<file path="config.mk">
export PLATFORM = sky130hd
export DESIGN_NAME = csa_accum_sequencer
export DESIGN_NICKNAME = d
export VERILOG_FILES = /design/src/rtl/csa_accum_sequencer.sv
export SDC_FILE = /design/constraint.sdc
export NUM_CORES = 1
export LEC_CHECK = 0
export ABC_AREA = 1
export CAP_MARGIN = 20
export CORE_UTILIZATION = 52
export CTS_CLUSTER_DIAMETER = 30
export CTS_CLUSTER_SIZE = 12
export DETAILED_ROUTE_END_ITERATION = 12
export PLACE_DENSITY = 0.78
export SLEW_MARGIN = 20
export SYNTH_ARGS = -nofsm -noshare
export SYNTH_HDL_FRONTEND = slang
export SYNTH_SLANG_ARGS = --single-unit
</file>
<file path="constraint.sdc">
create_clock -name clk -period 1.9 [get_ports clk]
set_input_delay 0.19 -clock clk [delete_from_list [all_inputs] [get_ports clk]]
set_output_delay 0.19 -clock clk [all_outputs]
set_load 0.02 [all_outputs]
</file>
<file path="src/rtl/csa_accum_sequencer.sv">
// csa_accum_sequencer
// Multi-operand unsigned accumulator built around a single shared 3:2
// carry-save stage. Each accepted operand is folded into a redundant
// {sum, carry} pair in one cycle. The carry-propagate add happens only once
// per set, in the RESOLVE state, so the per-operand path stays one full-adder
// deep. The result, operand count and overflow flag are presented on a
// valid/ready output. They are held stable until the consumer takes them.

module csa_accum_sequencer #(
    parameter int IN_W    = 21,
    parameter int ACC_W   = 23,
    parameter int MAX_OPS = 16,
    localparam int CNT_W  = $clog2(MAX_OPS + 2)
) (
    input  logic             clk,
    input  logic             rst,
    input  logic             in_valid,
    output logic             in_ready,
    input  logic [IN_W-1:0]  in_data,
    input  logic             in_last,
    output logic             out_valid,
    input  logic             out_ready,
    output logic [ACC_W-1:0] out_data,
    output logic [CNT_W-1:0] op_cnt,
    output logic             ovf
);

    // Sequencer states: first operand, further operands, final add, result held
    typedef enum logic [1:0] {
        IDLE    = 2'd0,
        ACCUM   = 2'd1,
        RESOLVE = 2'd2,
        OUT     = 2'd3
    } state_t;

    // Operand count saturates one above the limit so that an overflowing set
    // is still distinguishable from a full, legal one.
    localparam logic [CNT_W:0]   CNT_LIMIT = (CNT_W + 1)'(MAX_OPS);
    localparam logic [CNT_W:0]   CNT_SAT_W = (CNT_W + 1)'(MAX_OPS + 1);
    localparam logic [CNT_W-1:0] CNT_SAT   = CNT_W'(MAX_OPS + 1);
    localparam logic [CNT_W-1:0] CNT_ONE   = {{(CNT_W - 1){1'b0}}, 1'b1};

    // ------------------------------------------------------------------
    // Arithmetic helpers
    // ------------------------------------------------------------------

    // Operand widened to the accumulator width (unsigned)
    function automatic logic [ACC_W-1:0] zext(input logic [IN_W-1:0] d);
        zext = ACC_W'(d);
    endfunction

    // 3:2 compressor sum output: bitwise parity of the three inputs
    function automatic logic [ACC_W-1:0] csa_sum(
        input logic [ACC_W-1:0] a,
        input logic [ACC_W-1:0] s,
        input logic [ACC_W-1:0] c
    );
        csa_sum = a ^ s ^ c;
    endfunction

    // 3:2 compressor carry output: bitwise majority moved up one place;
    // the carry out of the MSB falls off, which gives mod 2^ACC_W wrapping
    function automatic logic [ACC_W-1:0] csa_carry(
        input logic [ACC_W-1:0] a,
        input logic [ACC_W-1:0] s,
        input logic [ACC_W-1:0] c
    );
        logic [ACC_W-1:0] maj;
        maj       = (a & s) | (a & c) | (s & c);
        csa_carry = {maj[ACC_W-2:0], 1'b0};
    endfunction

    // Saturating increment of the operand counter
    function automatic logic [CNT_W-1:0] sat_inc(input logic [CNT_W:0] plus_one);
        if (plus_one > CNT_SAT_W) begin
            sat_inc = CNT_SAT;
        end else begin
            sat_inc = plus_one[CNT_W-1:0];
        end
    endfunction

    // ------------------------------------------------------------------
    // State and datapath registers
    // ------------------------------------------------------------------
    state_t            state_r;
    state_t            next_state_s;
    logic [ACC_W-1:0]  sum_r;
    logic [ACC_W-1:0]  carry_r;
    logic [ACC_W-1:0]  sum_next_s;
    logic [ACC_W-1:0]  carry_next_s;
    logic [ACC_W-1:0]  out_data_r;
    logic [ACC_W-1:0]  out_data_next_s;
    logic [CNT_W-1:0]  op_cnt_r;
    logic [CNT_W-1:0]  op_cnt_next_s;
    logic              ovf_r;
    logic              ovf_next_s;
    logic              in_ready_r;
    logic              in_ready_next_s;
    logic              out_valid_r;
    logic              out_valid_next_s;

    logic              accept_s;
    logic              handshake_s;
    logic              load_first_s;
    logic              fold_s;
    logic              resolve_s;
    logic [ACC_W-1:0]  operand_s;
    logic [CNT_W:0]    cnt_plus_one_s;

    // in_ready is held low while reset is asserted, whatever the register holds
    assign in_ready    = in_ready_r & ~rst;
    assign out_valid   = out_valid_r;
    assign out_data    = out_data_r;
    assign op_cnt      = op_cnt_r;
    assign ovf         = ovf_r;

    assign accept_s       = in_valid & in_ready;
    assign handshake_s    = out_valid_r & out_ready;
    assign operand_s      = zext(in_data);
    assign cnt_plus_one_s = {1'b0, op_cnt_r} + {{CNT_W{1'b0}}, 1'b1};

    // Next-state decode and per-state datapath strobes
    always_comb begin
        next_state_s = state_r;
        load_first_s = 1'b0;
        fold_s       = 1'b0;
        resolve_s    = 1'b0;
        case (state_r)
            IDLE: begin
                if (accept_s) begin
                    load_first_s = 1'b1;
                    if (in_last) begin
                        next_state_s = RESOLVE;
                    end else begin
                        next_state_s = ACCUM;
                    end
                end else begin
                    next_state_s = IDLE;
                end
            end
            ACCUM: begin
                if (accept_s) begin
                    fold_s = 1'b1;
                    if (in_last) begin
                        next_state_s = RESOLVE;
                    end else begin
                        next_state_s = ACCUM;
                    end
                end else begin
                    next_state_s = ACCUM;
                end
            end
            RESOLVE: begin
                resolve_s    = 1'b1;
                next_state_s = OUT;
            end
            OUT: begin
                if (handshake_s) begin
                    next_state_s = IDLE;
                end else begin
                    next_state_s = OUT;
                end
            end
            default: begin
                next_state_s = IDLE;
            end
        endcase
    end

    // Handshake outputs are registered from the upcoming state
    always_comb begin
        in_ready_next_s  = 1'b0;
        out_valid_next_s = 1'b0;
        if ((next_state_s == IDLE) || (next_state_s == ACCUM)) begin
            in_ready_next_s = 1'b1;
        end else begin
            in_ready_next_s = 1'b0;
        end
        if (next_state_s == OUT) begin
            out_valid_next_s = 1'b1;
        end else begin
            out_valid_next_s = 1'b0;
        end
    end

    // Carry-save fold, operand counting and final carry-propagate add
    always_comb begin
        sum_next_s      = sum_r;
        carry_next_s    = carry_r;
        op_cnt_next_s   = op_cnt_r;
        ovf_next_s      = ovf_r;
        out_data_next_s = out_data_r;
        if (load_first_s) begin
            // First beat of a set: the redundant pair starts as {operand, 0}
            sum_next_s    = operand_s;
            carry_next_s  = {ACC_W{1'b0}};
            op_cnt_next_s = CNT_ONE;
            ovf_next_s    = 1'b0;
        end else if (fold_s) begin
            sum_next_s    = csa_sum(operand_s, sum_r, carry_r);
            carry_next_s  = csa_carry(operand_s, sum_r, carry_r);
            op_cnt_next_s = sat_inc(cnt_plus_one_s);
            if (cnt_plus_one_s > CNT_LIMIT) begin
                ovf_next_s = 1'b1;
            end else begin
                ovf_next_s = ovf_r;
            end
        end else if (resolve_s) begin
            out_data_next_s = sum_r + carry_r;
        end else begin
            // No beat and nothing to resolve: every register holds
            sum_next_s = sum_r;
        end
    end

    // State, datapath and output registers with synchronous reset
    always_ff @(posedge clk) begin
        if (rst) begin
            state_r     <= IDLE;
            sum_r       <= {ACC_W{1'b0}};
            carry_r     <= {ACC_W{1'b0}};
            out_data_r  <= {ACC_W{1'b0}};
            op_cnt_r    <= {CNT_W{1'b0}};
            ovf_r       <= 1'b0;
            in_ready_r  <= 1'b1;
            out_valid_r <= 1'b0;
        end else begin
            state_r     <= next_state_s;
            sum_r       <= sum_next_s;
            carry_r     <= carry_next_s;
            out_data_r  <= out_data_next_s;
            op_cnt_r    <= op_cnt_next_s;
            ovf_r       <= ovf_next_s;
            in_ready_r  <= in_ready_next_s;
            out_valid_r <= out_valid_next_s;
        end
    end

endmodule

</file>
==> results.md, run 1 <==
- Status: completed
- Max transition margin: 76.3%
- DRT antenna net count: 0
- Worst path most repeated cell: nand2_1
- Class of the most critical setup path: register to register
- Reg2reg start: sum_r[16]
- Placed inst area: 0.00579 mm²
- CTS Hold Bufs: 0
- Slowest stage delay, CP: 0.40 ns
- Worst min-delay path class: register to register
- Drt pass-1 iters: 5
- Fin nets: 895
- Final period utilization: 98.4%
- Sequential standard cell area: around 0.0016 mm²
- CTS sink cnt: 78
- Post-synth top area cell: dfxtp_1
- Global-route wire length before repair: 22100 µm
- VDD IR max: roughly 0.40 mV
- P&R area growth vs syn: 23.5%
- DR WL/cell: 13.7 µm
- Crit-path max FO: 5
- CP Cell Sequence: ha_2 > a21oi_1 > nand2_1 > a21oi_1 > nand3_1 > nand2_1 > nand3_1 > nand2_1 > inv_1
- Avg Cell Area, Syn: 6.60 µm²
- Number of buffers created by CTS: 9
- Post-Synthesis Cell Area: 0.00503 mm²
- # IOs: 57
- Power Total: 4.01 mW
- # diodes: 0
- Vias: 4861
- Fin Setup TNS: 0 ns
- Vias per inst: 5.07
- Area of the multi-input gates: 0.00309 mm²
- Final Hold Fails: 0
- Reg2reg setup slack: 0.03 ns
- Gpl congestion: 0.902
- Die Y: approximately 100 µm
- Yosys top cell area share: 31.1%
- Initial antenna violation count: 0
- Final Setup Violations: 0
- Crit end category: register
- Syn Nets: between 800 and 900
- Die area: 0.0101 mm²
- Max Cap Violations: 0
- Worst hold stages: 2
- Most frequent cells in the layout: nand2_1, inv_1, nor2_1
- Grt total ovfl: 0
- Number of global-route vias before repair: 4761
- Slew Limit Fails: 0
- CTS tree: yes
- Static leakage: 3.12 nW
- Tightest Pin Transition: 0.355 ns
- R2R cell count: 9
- R2r endpoint: out_data[21]
- Mapped Cells: ~760
- Pwr per Cell Area: between 600 and 700 mW/mm²
- Root Buffer: clkbuf_8
- Fmax: ~0.53 GHz
- Skew final: 0.00810 ns
- Req. time, crit path: 2.16 ns
- Yosys warns: 0
- Clk_lat worst skew: 0.35 ns
- Core area: 0.00928 mm²
- H-Tree Level Count: 3
- Seq/Total Area, Yosys: between 30% and 40%
- I/O Buffers: 56
- Worst-path clk slew: 0.09 ns
- RSZ-0062 raised after global routing: true
- Largest net degree at the start of global routing: 38
- Fill count: 868
- Hpwl dp: 9870 µm
- Hold path start: ovf
- Fin crit period: 1.87 ns
- WHS Endpoint: ovf
- Synth Register Bits: 78
- Yosys cell types: 36
- Die Wd: 100 µm
- Iter 0 DRT Violations: 231
- Total wire length: about 13000 µm
- # DRC: 0
- Starting Density: 54.2%
- Post-route cell area: 0.00621 mm²
- Clock tree buffer depth: 2
- CP startpoint kind: register
- Share of cells above drive strength 1: 11.9%
- Floorplan row count: 35
- Global Route Usage Sum: between 20% and 30%
- Top cells by area, synth: dfxtp_1, nand2_1, fa_1
- Final Util: 66.9%
- CP Data Arrival Time: 2.13 ns
- CP max stage cell: dfxtp_1
- Most common cell after layout, fill and taps aside: nand2_1
## stage by stage
step / worst slack [ns] / hold slack, ns / std cells
after global routing: -0.0542 / 0.494 / 958
after detailed placement: -0.0199 / 0.457 / 941
after floorplan: 0.115 / 0.373 / 762
after global placement: 0.0110 / 0.440 / 941
final: 0.0295 / 0.464 / 958
after CTS: 0.0220 / 0.473 / 957
## worst max-delay path, delay by kind of cell, from the launching register on
kind                     cells  cell delay [ns]
adder cells (fa/ha/maj)      1             0.34
buffers and inverters        1             0.03
flip-flops                   1             0.40
AND/OR/NAND/NOR              5             0.51
AO/OA/AOI/OAI                2             0.49
## cell families after synthesis
| group | count (synthesis) | share of synthesized area (%) |
|---|---|---|
| flip-flops | 78 | 31.1 |
| AO/OA/AOI/OAI | 80 | 8.41 |
| AND/OR/NAND/NOR | 410 | 33.3 |
| adder cells (fa/ha/maj) | 45 | 14.3 |
| buffers and inverters | 139 | 11.2 |
| XOR/XNOR | 10 | 1.74 |
## layout make-up
class                      instances  area share [%]
clock buffer                      10            2.06
clock inverter                     6            1.39
inverter                         117            7.11
multi-input combinational        545            49.7
sequential                        78            25.4
tap                              129            2.60
timing repair buffer              73            11.7
## registers in the layout (all words and copies together), names as in the netlist
name        count
out_data       23
out_valid       1
sum_r          23
state_r         2
carry_r        22
ovf             1
in_ready_r      1
op_cnt          5
## timing repair
item | in CTS | in global routing
cloned | 0 | 0
endpoints found under the setup margin | 4 | 16
buffers inserted | 0 | 1
gates resized for setup | 2 | 54
pin swaps | 1 | 7
## worst max path at each step
stage | from | end | slack (ns) | cells after the start
CTS | sum_r[1] | out_data[19] | 0.02 | 13
finish | sum_r[16] | out_data[21] | 0.03 | 9
floorplan | sum_r[1] | out_data[15] | 0.11 | 13
detailed placement | rst | carry_r[20] | -0.02 | 9
global route | sum_r[16] | out_data[21] | -0.05 | 9
global placement | rst | op_cnt[3] | 0.01 | 8
## synth_stat cells
| master | number |
|---|---|
| dfxtp_1 | 78 |
| inv_2 | 4 |
| nand2_4 | 2 |
| nor2_4 | 1 |
| clkbuf_1 | 4 |
| o21bai_2 | 1 |
| clkbuf_2 | 1 |
| buf_6 | 2 |
| o21bai_1 | 2 |
| ha_1 | 24 |
| buf_1 | 3 |
| a21oi_1 | 26 |
| nor2_2 | 2 |
| buf_2 | 9 |
| xor2_1 | 8 |
| a21oi_2 | 1 |
| inv_1 | 111 |
| fa_1 | 21 |
| o21ai_0 | 38 |
| and3_1 | 1 |
| nand2_1 | 231 |
| nand3_1 | 51 |
| nor2_8 | 1 |
| nor2_1 | 111 |
| nand4_1 | 4 |
| or2_1 | 1 |
| and2_1 | 1 |
| nand2_2 | 2 |
| buf_4 | 3 |
| nor3_1 | 2 |
| clkinv_2 | 2 |
| o21ai_1 | 9 |
| xnor2_1 | 2 |
| o211ai_1 | 1 |
| a21o_1 | 1 |
| a211oi_1 | 1 |
## report_power, final
| part | switching (mW) | leakage [nW] | internal [mW] |
|---|---|---|---|
| combinational | 0.451 | 2.37 | 0.349 |
| sequential | 0.0890 | 0.640 | 1.73 |
| clock | 0.650 | 0.106 | 0.739 |
## metal layers
layer  part of all wire [%]  global-route usage, %
met5                      0                      0
met4                    2.1                   12.3
met3                    5.6                   4.11
met2                     49                   48.5
met1                     43                   34.6
No activity file was read; power rests on OpenSTA's default activity.
==> run 2: changes to the inputs <==
--- a/config.mk
+++ b/config.mk
@@ -12,7 +12,6 @@
 export CTS_CLUSTER_SIZE = 12
 export DETAILED_ROUTE_END_ITERATION = 12
 export PLACE_DENSITY = 0.78
-export SLEW_MARGIN = 20
 export SYNTH_ARGS = -nofsm -noshare
 export SYNTH_HDL_FRONTEND = slang
 export SYNTH_SLANG_ARGS = --single-unit
==> results of run 2 <==
Same layout as run 1: the final DEF is identical, and so are final timing and power.
==> run 3: changes to the inputs <==
--- a/config.mk
+++ b/config.mk
@@ -11,7 +11,7 @@
 export CTS_CLUSTER_DIAMETER = 30
 export CTS_CLUSTER_SIZE = 12
 export DETAILED_ROUTE_END_ITERATION = 12
-export PLACE_DENSITY = 0.78
+export PLACE_DENSITY_LB_ADDON = 0.08
 export SYNTH_ARGS = -nofsm -noshare
 export SYNTH_HDL_FRONTEND = slang
 export SYNTH_SLANG_ARGS = --single-unit
==> results.md, run 3 (synthesis gave the netlist of run 1 again) <==
- Gpl congestion: roughly 0.93
- Crit-path max FO: 5
- R2r endpoint: out_data[20]
- Die Wd: 100 µm
- Final Hold Fails: 0
- Vias: between 4000 and 5000
- Grt total ovfl: 0
- Starting Density: between 50% and 60%
- Power Total: 3.96 mW
- CTS Hold Bufs: 0
- Slew Limit Fails: 0
- Initial antenna violation count: 0
- Final Setup Violations: 0
- Most common cell after layout, fill and taps aside: nand2_1
- Skew final: between 0.01 and 0.015 ns
- Floorplan row count: 35
- # IOs: between 50 and 60
- Core area: 0.00928 mm²
- Hold path start: ovf
- Total wire length: 13000 µm
- Global-route wire length before repair: around 22000 µm
- DR WL/cell: 13.5 µm
- P&R area growth vs syn: 24.2%
- Die area: roughly 0.01 mm²
- Vias per inst: 5.02
- Clk_lat worst skew: 0.37 ns
- # DRC: 0
- WHS Endpoint: ovf
- Fill count: between 800 and 900
- Reg2reg setup slack: roughly 0.068 ns
- Largest net degree at the start of global routing: 36
- Status: completed
- Area of the multi-input gates: 0.00308 mm²
- Max Cap Violations: 0
- Worst-path clk slew: 0.09 ns
- Share of cells above drive strength 1: 13.5%
- DRT antenna net count: 0
- Sequential standard cell area: 0.00159 mm²
- Class of the most critical setup path: register to register
- VDD IR max: 0.468 mV
- Root Buffer: clkbuf_8
- Number of buffers created by CTS: 9
- Fin crit period: approximately 1.8 ns
- Clock tree buffer depth: 2
- Tightest Pin Transition: between 0.3 and 0.4 ns
- Number of global-route vias before repair: between 4000 and 5000
- Final Util: 67.3%
- CTS tree: yes
- Fin Setup TNS: 0 ns
- Worst min-delay path class: register to register
- Req. time, crit path: 2.17 ns
- Die Y: 100 µm
- Crit end category: register
- I/O Buffers: 56
- CTS sink cnt: roughly 80
- Iter 0 DRT Violations: 230
- Max transition margin: 73.8%
- Pwr per Cell Area: 634 mW/mm²
- Most frequent cells in the layout: nand2_1, inv_1, nor2_1
- Fmax: 0.546 GHz
- H-Tree Level Count: 3
- Static leakage: 3.14 nW
- Global Route Usage Sum: 27.3%
- Worst hold stages: 2
- Hpwl dp: 9610 µm
- Drt pass-1 iters: 5
- Min Hold Slack: around 0.46 ns
- RSZ-0062 raised after global routing: true
- Final period utilization: 96.4%
- Fin nets: about 900
- CP startpoint kind: register
- CP Data Arrival Time: between 2 and 2.5 ns
- # diodes: 0
- Reg2reg start: carry_r[12]
- R2R cell count: 10
## run 3: cell types whose count changed in the layout (fill, tap and decap cells not counted), sizes merged
cell      change
bufinv        -1
buf           +3
clkinvlp      +1
inv           +3
clkbuf        -1
clkinv        -2
## run 3: what timing repair did
item,4_1_cts,5_1_grt
setup endpoints to repair,3,17
buffers inserted,0,2
resized for setup,2,65
pin swaps,0,11
## run 3: worst max path at each step
| stage | from | end | slack, ns | depth (start not counted) |
|---|---|---|---|---|
| 6_report | carry_r[12] | out_data[20] | 0.07 | 10 |
| 5_1_grt | carry_r[1] | out_data[19] | -0.05 | 13 |
| 4_1_cts | carry_r[1] | out_data[17] | 0.002 | 13 |
| 3_5_place_dp | sum_r[1] | out_data[15] | 0.006 | 13 |
| 3_3_place_gp | sum_r[1] | out_data[17] | 0.07 | 13 |
| 2_1_floorplan | sum_r[1] | out_data[15] | 0.11 | 13 |
## run 3: final cells by class
type                            instances  area share (%)
Sequential cell                        78            25.4
Clock inverter                          7            1.28
Tap cell                              129            2.58
Inverter                              117            7.07
Timing Repair Buffer                   76            12.4
Clock buffer                            9            1.98
Multi-Input combinational cell        545            49.3
## run 3: critical path, stage by stage, from the launching register on
cell and delay [ns]:
dfxtp_2 0.35, ha_2 0.40, nand2_1 0.10, inv_1 0.11, nand2_1 0.14, nor2_1 0.21
nand3_1 0.15, nand4_1 0.12, nand3_1 0.08, nand2_1 0.06, inv_1 0.03
## run 3: layer usage
layer  part of all wire, %  track usage (%)
met4                   1.2             7.25
met2                    46             44.6
met1                    47             37.8
met5                     0                0
met3                   5.4             3.97
## run 3: power breakdown
group	total [mW]	switching, mW	leakage (nW)	internal [mW]
logic	0.806	0.452	2.40	0.354
registers	1.82	0.0851	0.644	1.73
clock network	1.34	0.715	0.0968	0.623
total	3.96	1.25	3.14	2.71
## run 3: per-stage QoR
stage / setup slack, ns / std cells / area (µm²)
final: 0.0676 / 961 / 6250
after global routing: -0.0476 / 961 / 6250
after floorplan: 0.115 / 762 / 5030
after global placement: 0.0652 / 943 / 5830
after detailed placement: 0.00605 / 943 / 5830
after CTS: 0.00161 / 959 / 6030
